`src/rtl/dual_buf_pkg.sv`:
```
// Shared definitions for the dual-buffer scheduling controller:
// FSM state encoding and packet width.
package dual_buf_pkg;
    localparam int PKT_W = 64;

    typedef enum logic [1:0] {
        ST_IDLE  = 2'd0,
        ST_RUN   = 2'd1,
        ST_DRAIN = 2'd2
    } state_t;
endpackage

```
`src/rtl/dual_buf_phase_gen.sv`:
```
// Phase counter and the two shift-enable strobes. The strobes are registered
// and computed from next-state/next-count, so they line up with the live count.
module dual_buf_phase_gen #(
    parameter int DIV    = 8,
    parameter int OFFSET = 4
) (
    input  logic clk,
    input  logic rst,
    input  logic run_now,
    input  logic run_next,
    output logic sh_en1,
    output logic sh_en2
);
    localparam int CW = (DIV > 1) ? $clog2(DIV) : 1;

    logic [CW-1:0] cnt_q, cnt_d;
    logic          sh_en1_q, sh_en1_d;
    logic          sh_en2_q, sh_en2_d;

    always_comb begin
        cnt_d = '0;
        // Count only while staying in RUN; the first RUN cycle sees count 0.
        if (run_now && run_next) begin
            cnt_d = (cnt_q == CW'(DIV - 1)) ? '0 : cnt_q + 1'b1;
        end
        sh_en1_d = run_next && (cnt_d == '0);
        sh_en2_d = run_next && (cnt_d == CW'(OFFSET));
    end

    always_ff @(posedge clk or posedge rst) begin
        if (rst) begin
            cnt_q    <= '0;
            sh_en1_q <= 1'b0;
            sh_en2_q <= 1'b0;
        end else begin
            cnt_q    <= cnt_d;
            sh_en1_q <= sh_en1_d;
            sh_en2_q <= sh_en2_d;
        end
    end

    assign sh_en1 = sh_en1_q;
    assign sh_en2 = sh_en2_q;
endmodule

```
`src/rtl/dual_buf_ctrl.sv`:
```
// Dual-buffer controller: IDLE/RUN/DRAIN scheduler, packet capture into a
// one-deep valid/ready holding register, and accepted/dropped packet counters.
module dual_buf_ctrl
    import dual_buf_pkg::*;
#(
    parameter int DIV    = 8,
    parameter int OFFSET = 4
) (
    input  logic             clk,
    input  logic             rst,
    input  logic             start,
    input  logic             stop,
    input  logic             pkt_rec,
    input  logic [PKT_W-1:0] din,
    output logic             sh_en1,
    output logic             sh_en2,
    output logic             pkt_valid,
    output logic [PKT_W-1:0] pkt_data,
    input  logic             pkt_ready,
    output logic             busy,
    output logic [15:0]      pkt_cnt,
    output logic [7:0]       drop_cnt,
    output logic [1:0]       state_dbg
);
    // Handshake: a held packet transfers on any cycle where pkt_valid and
    // pkt_ready are both high at the clock edge; pkt_data is frozen otherwise.

    state_t           state_q, state_d;
    logic             rec_q;
    logic             valid_q, valid_d;
    logic [PKT_W-1:0] data_q, data_d;
    logic [15:0]      pkt_cnt_q, pkt_cnt_d;
    logic [7:0]       drop_cnt_q, drop_cnt_d;
    logic             capture, accept;

    always_comb begin
        state_d = state_q;
        unique case (state_q)
            ST_IDLE:  if (start && !stop)         state_d = ST_RUN;
            ST_RUN:   if (stop)                   state_d = ST_DRAIN;
            ST_DRAIN: if (!valid_q || pkt_ready)  state_d = ST_IDLE;
            default:                              state_d = ST_IDLE;
        endcase

        capture = pkt_rec && !rec_q && (state_q == ST_RUN);
        accept  = capture && (!valid_q || pkt_ready);

        valid_d    = valid_q;
        data_d     = data_q;
        pkt_cnt_d  = pkt_cnt_q;
        drop_cnt_d = drop_cnt_q;
        if (accept) begin
            valid_d   = 1'b1;
            data_d    = din;
            pkt_cnt_d = pkt_cnt_q + 16'd1;
        end else if (valid_q && pkt_ready) begin
            valid_d = 1'b0;
        end
        if (capture && !accept && (drop_cnt_q != 8'hFF)) begin
            drop_cnt_d = drop_cnt_q + 8'd1;
        end
    end

    always_ff @(posedge clk or posedge rst) begin
        if (rst) begin
            state_q    <= ST_IDLE;
            rec_q      <= 1'b0;
            valid_q    <= 1'b0;
            data_q     <= '0;
            pkt_cnt_q  <= '0;
            drop_cnt_q <= '0;
        end else begin
            state_q    <= state_d;
            rec_q      <= pkt_rec;
            valid_q    <= valid_d;
            data_q     <= data_d;
            pkt_cnt_q  <= pkt_cnt_d;
            drop_cnt_q <= drop_cnt_d;
        end
    end

    dual_buf_phase_gen #(
        .DIV    (DIV),
        .OFFSET (OFFSET)
    ) u_phase_gen (
        .clk      (clk),
        .rst      (rst),
        .run_now  (state_q == ST_RUN),
        .run_next (state_d == ST_RUN),
        .sh_en1   (sh_en1),
        .sh_en2   (sh_en2)
    );

    assign pkt_valid = valid_q;
    assign pkt_data  = data_q;
    assign pkt_cnt   = pkt_cnt_q;
    assign drop_cnt  = drop_cnt_q;
    assign busy      = (state_q != ST_IDLE);
    assign state_dbg = state_q;
endmodule

```
`config.mk`:
```
export PLATFORM = sky130hd
export DESIGN_NAME = dual_buf_ctrl
export DESIGN_NICKNAME = d
export VERILOG_FILES = /design/src/rtl/dual_buf_pkg.sv /design/src/rtl/dual_buf_phase_gen.sv /design/src/rtl/dual_buf_ctrl.sv
export SDC_FILE = /design/constraint.sdc
export NUM_CORES = 1
export LEC_CHECK = 0
export ABC_AREA = 1
export BUFFER_PORTS_ARGS = -buffer_cell sky130_fd_sc_hd__buf_2
export CAP_MARGIN = 20
export CORE_MARGIN = 2
export CORE_UTILIZATION = 30
export DETAILED_ROUTE_END_ITERATION = 6
export GPL_ROUTABILITY_DRIVEN = 0
export SLEW_MARGIN = 20
export SYNTH_ARGS = -nofsm -noshare
export SYNTH_HDL_FRONTEND = slang
export SYNTH_HIERARCHICAL = 1
export SYNTH_SLANG_ARGS = --single-unit
```
`constraint.sdc`:
```
create_clock -name clk -period 3 [get_ports clk]
set_clock_uncertainty 0.05 [all_clocks]
set_input_delay 0.75 -clock clk [delete_from_list [all_inputs] [get_ports clk]]
set_output_delay 0.75 -clock clk [all_outputs]
set_load 0.005 [all_outputs]
```
Word-level counts from Yosys, hierarchy flattened
Index checks and enable logic that the tools add are counted.
{"block": "word_totals", "in_bits": 70, "register_bits": 97}
{"block": "op_classes", "muxes": 8, "reduce_logical": 19, "add_sub_neg": 3, "n_eq_ne": 6}
{"cell": "16-bit by 1-bit adder with 16-bit output, second input constant", "count": 1}
{"cell": "1-bit logical AND", "count": 10}
{"cell": "8-bit by 1-bit adder with 8-bit output, second input constant", "count": 1}
{"cell": "8-bit != test, second input constant", "count": 1}
{"cell": "3-bit equality test, second input constant", "count": 2}
{"cell": "2-bit two-way mux", "count": 3}
{"cell": "3-bit two-way mux", "count": 2}
{"cell": "2-bit one-hot mux with 3 select lines", "count": 1}
{"cell": "2-bit by 1-bit equality test with 1-bit output, second input constant", "count": 2}
{"cell": "1-bit logical NOT", "count": 4}
{"cell": "2-bit nonzero test", "count": 2}
{"cell": "3-bit by 1-bit adder with 3-bit output, second input constant", "count": 1}
{"cell": "3-bit logical NOT", "count": 1}
{"cell": "2-bit equality test, second input constant", "count": 1}
{"cell": "2-bit logical NOT", "count": 1}
{"cell": "1-bit two-way mux", "count": 2}
{"cell": "1-bit logical OR", "count": 1}

Depth between registers and ports, before layout
{"block": "depth", "depth_word": 9, "ltp_mapped": 8, "depth_no_buf": 8}

Cells and area by module
The synthesis kept the hierarchy.
{"mod": "dual_buf_ctrl", "seq_area_each_um2": 2302.2, "area_each_um2": 3945.0, "n_inst": 1, "cells_each": 465}
{"mod": "dual_buf_phase_gen", "seq_area_each_um2": 125.1, "area_each_um2": 226.5, "n_inst": 1, "cells_each": 22}

Worst setup path before layout
OpenSTA, ideal clock, no wires.
{"block": "synth_timing", "kind": "input to register", "from": "input pkt_rec", "to": "register pkt_cnt_q[15] (netlist: pkt_cnt[15])", "path_buffers": 1, "setup_slack_ps": 1391, "arrival_ps": 1442, "stages": 8, "cell_sequence": "inv_1 > nor2_1 > nand3_2 > buf_6 > nor2_8 > nand3_1 > nand2_1 > nand2_1"}
{"block": "synth_via", "elab_chain_len": 3}
{"item": "from (decl)", "line": "dual_buf_ctrl.sv:13", "text": "input logic pkt_rec,"}
{"item": "1-bit logical AND (2 in series)", "line": "dual_buf_ctrl.sv:45", "text": "capture = pkt_rec && !rec_q && (state_q == ST_RUN);"}
{"item": "1-bit logical AND", "line": "dual_buf_ctrl.sv:46", "text": "accept = capture && (!valid_q || pkt_ready);"}
{"item": "to (signal assigned)", "line": "dual_buf_ctrl.sv:77", "text": "pkt_cnt_q <= pkt_cnt_d;"}
{"item": "to (decl)", "line": "dual_buf_ctrl.sv:32", "text": "logic [15:0] pkt_cnt_q, pkt_cnt_d;"}
Every way passes these cells.
A chain may end at the register's enable or synchronous reset.

Final worst setup path
{"block": "layout_timing", "from": "input pkt_ready", "to": "register data_q[6] (netlist: pkt_data[6])"}
{"block": "layout_via", "elab_chain_len": 2}
{"item": "from (decl)", "line": "dual_buf_ctrl.sv:19", "text": "input logic pkt_ready,"}
{"item": "1-bit logical OR", "line": "dual_buf_ctrl.sv:46"}
{"item": "1-bit logical AND", "line": "dual_buf_ctrl.sv:46"}
{"item": "to (signal assigned)", "line": "dual_buf_ctrl.sv:76", "text": "data_q <= data_d;"}
{"item": "to (decl)", "line": "dual_buf_ctrl.sv:31", "text": "logic [PKT_W-1:0] data_q, data_d;"}
Every way passes these cells.

==> results.ini <==
[global_route]
antenna_found_initial=0
grt.overflow.total=0
grt_pass1_wl_um=16200
grt_max_degree=93
grt_pass1_vias=3481
gr-usage-all-layers_pct=13.8

[clock_tree]
clockRootBuffer=clkbuf_16
cts_tree=yes
worstSkewPairLatency_ps=340
cts_buffer_depth=2
cts-buffers-inserted=9
cts_hold_buf=0
path_clk_slew_ps=70
htreeDepth=3
numClockSinks=97
cts_resized=0
post-cts-setup-buffers=0

[logic_synthesis]
netlist_area_sq_mm=0.00417
synth_top_area_share_pct=58.2
yosysTopAreaCell=dfrtp_1
syn_inst=487
synthDistinctLibCells=25
syn_nets=561
ys_seq_area_share_pct=58.2
avgSynthCellArea_sq_um=8.57
ys_ff_latch=97
synth_warnings=6
yosys-top-cells-area=dfrtp_1 (58%), nand2_1 (24%), inv_1 (2.4%)

[layout]
fin_nets=723
multi_input_area_sq_mm=0.00151
regArea_sq_mm=0.00243
diodes=0
drive_gt1_share_pct=29.7
areaGrowthSynthToFinish_pct=30.8
fillers=1418

[critical_path]
crit_type=in2reg
startpoint_type=primary input
cpMaxStageDelayCell=buf_4
critPathMaxFanout=39
r2r_setup_slack_ps=1170
cp_common_cell=nand2_1
slowest_delay_ps=430
crit_chain=buf_2 -> inv_1 -> nand2_1 -> nand3_2 -> buf_4 -> buf_4 -> nand2_1 -> nand2_1
ff2ff_path_depth=7
cp.arrival_ps=2140
worstPathRequired_ps=3220
worstSetupEndpointType=flop
worstReg2RegEnd=pkt_data[6]
worstReg2RegStart=state_dbg[0]

[place]
place_hpwl_um=6950
io_buffers=163

[timing]
max_freq_mhz=521
relSlewSlack_pct=63.0
tightestPinTransition_ps=555
min_period_over_period_pct=64.0
rsz0062_at_grt=no
report.final.slew_viol_count=0
finalSetupViolCount=0
min_period_ps=1920
hold_viol=0
setup_tns_ps=0

[floorplan]
die_area_sq_mm=0.0149
fp.dieH_um=122
core_sq_mm=0.0137
ios=164
rows=43
die_x_um=122
start_util_pct=30.4

[detailed_routing]
wl_um=9840
vias=3556
drt_iter0_markers=181
vias_per_cell=4.27
route.detailed.drc=0
wl_per_cell_um=11.8
antenna_left=0
firstDrtPassIters=4

[power_and_ir_drop]
power_mw=3.62
power_density_mw_per_mm2=664
p_leak_nw=3.17
vdd_drop_max_uv=266

[min_path]
hold_class=in2async

[run]
max_cap_violations=0

[outcome]
status=finished, final reports clean

==> how the worst max path moves through the flow <==
stage,startpoint,depth (start not counted),endpoint
floorplan,rst,1,drop_cnt[0]
global placement,pkt_ready,8,pkt_data[7]
detailed placement,pkt_ready,8,pkt_data[6]
CTS,pkt_ready,8,pkt_data[6]
global route,pkt_ready,8,pkt_data[18]
finish,pkt_ready,8,pkt_data[6]
==> cells by family after synthesis <==
| family | count (synthesis) | synth area share, % |
|---|---|---|
| xor gates and xnor gates | 14 | 3.12 |
| buffers and inverters | 45 | 5.70 |
| AOI/OAI and AO/OA | 5 | 0.660 |
| and+or+nand+nor | 322 | 31.1 |
| adders and majority gates | 4 | 1.20 |
| DFF | 97 | 58.2 |
==> worst max-delay path: cells and delay by family <==
family,cells,cell delay [ps]
buf+inv,4,950
simple gates,4,400
==> cell type report <==
type	count	share of cell area [%]
Multi-Input combinational cell	345	27.6
Tap cell	180	4.13
Timing Repair Buffer	167	16.0
Sequential cell	97	44.5
Clock buffer	13	5.14
Inverter	29	2.06
Clock inverter	2	0.642
==> cell usage in the layout (no fill, tap or decap), types with 3 or more instances in the layout <==
cell / netlist / layout
buf_2: 7 / 163
clkbuf_16: 0 / 9
clkbuf_8: 0 / 4
dfrtp_1: 97 / 97
ha_1: 4 / 4
inv_1: 27 / 26
nand2_1: 270 / 270
nand2_2: 3 / 3
nand3_1: 10 / 10
nand4_1: 7 / 7
nor2_1: 22 / 22
xnor2_1: 5 / 5
xor2_1: 8 / 8
==> cell usage after synthesis <==
| cell type | number |
|---|---|
| nand2_2 | 3 |
| nor3_1 | 2 |
| xnor2_1 | 5 |
| o21ai_0 | 2 |
| inv_2 | 2 |
| nor2b_1 | 1 |
| nor2_1 | 22 |
| o21ai_1 | 2 |
| nand3b_1 | 2 |
| nand3_1 | 10 |
| o31ai_1 | 1 |
| xor2_1 | 8 |
| buf_2 | 7 |
| nand3_2 | 1 |
| nand2_1 | 270 |
| nor2_8 | 1 |
| ha_1 | 4 |
| nor2_4 | 2 |
| nor2_2 | 1 |
| xnor2_2 | 1 |
| nand4_1 | 7 |
| inv_1 | 27 |
| dfrtp_1 | 97 |
| buf_6 | 7 |
| buf_4 | 2 |
==> sequential cells by signal (all words and copies together) (netlist names) <==
register	flops
pkt_data	64
pkt_valid	1
u_phase_gen/sh_en2	1
state_dbg	2
rec_q	1
pkt_cnt	16
drop_cnt	8
u_phase_gen/cnt_q	3
u_phase_gen/sh_en1	1
==> where the power goes <==
part | internal [mW] | leakage [nW] | switching [mW]
registers | 1.57 | 1.25 | 0.172
clock network | 0.732 | 0.158 | 0.472
logic | 0.340 | 1.76 | 0.337
==> through the flow <==
step           hold WS [ps]  instances  worst slack (ps)  cell area, sq um  util [%]
6_report                266        833              1080              5460      39.8
3_3_place_gp            409        818               752              5140      37.5
2_1_floorplan           422        487              1120              4180         -
5_1_grt                 273        833               866              5460      39.8
4_1_cts                 255        833              1060              5460      39.8
3_5_place_dp            413        818               701              5140      37.5
==> layer usage <==
layer  share of wire, %  vias up  global-route usage (%)  wire length (um)
li1                   -     1795                       -                 -
met1                 45     1632                    17.8              4460
met2                 46      117                    22.0              4550
met3                6.6       12                    3.60               645
met4                1.9        0                    6.03               185
met5                  0        -                       0                 0
Power figures use the tool's default switching activity.
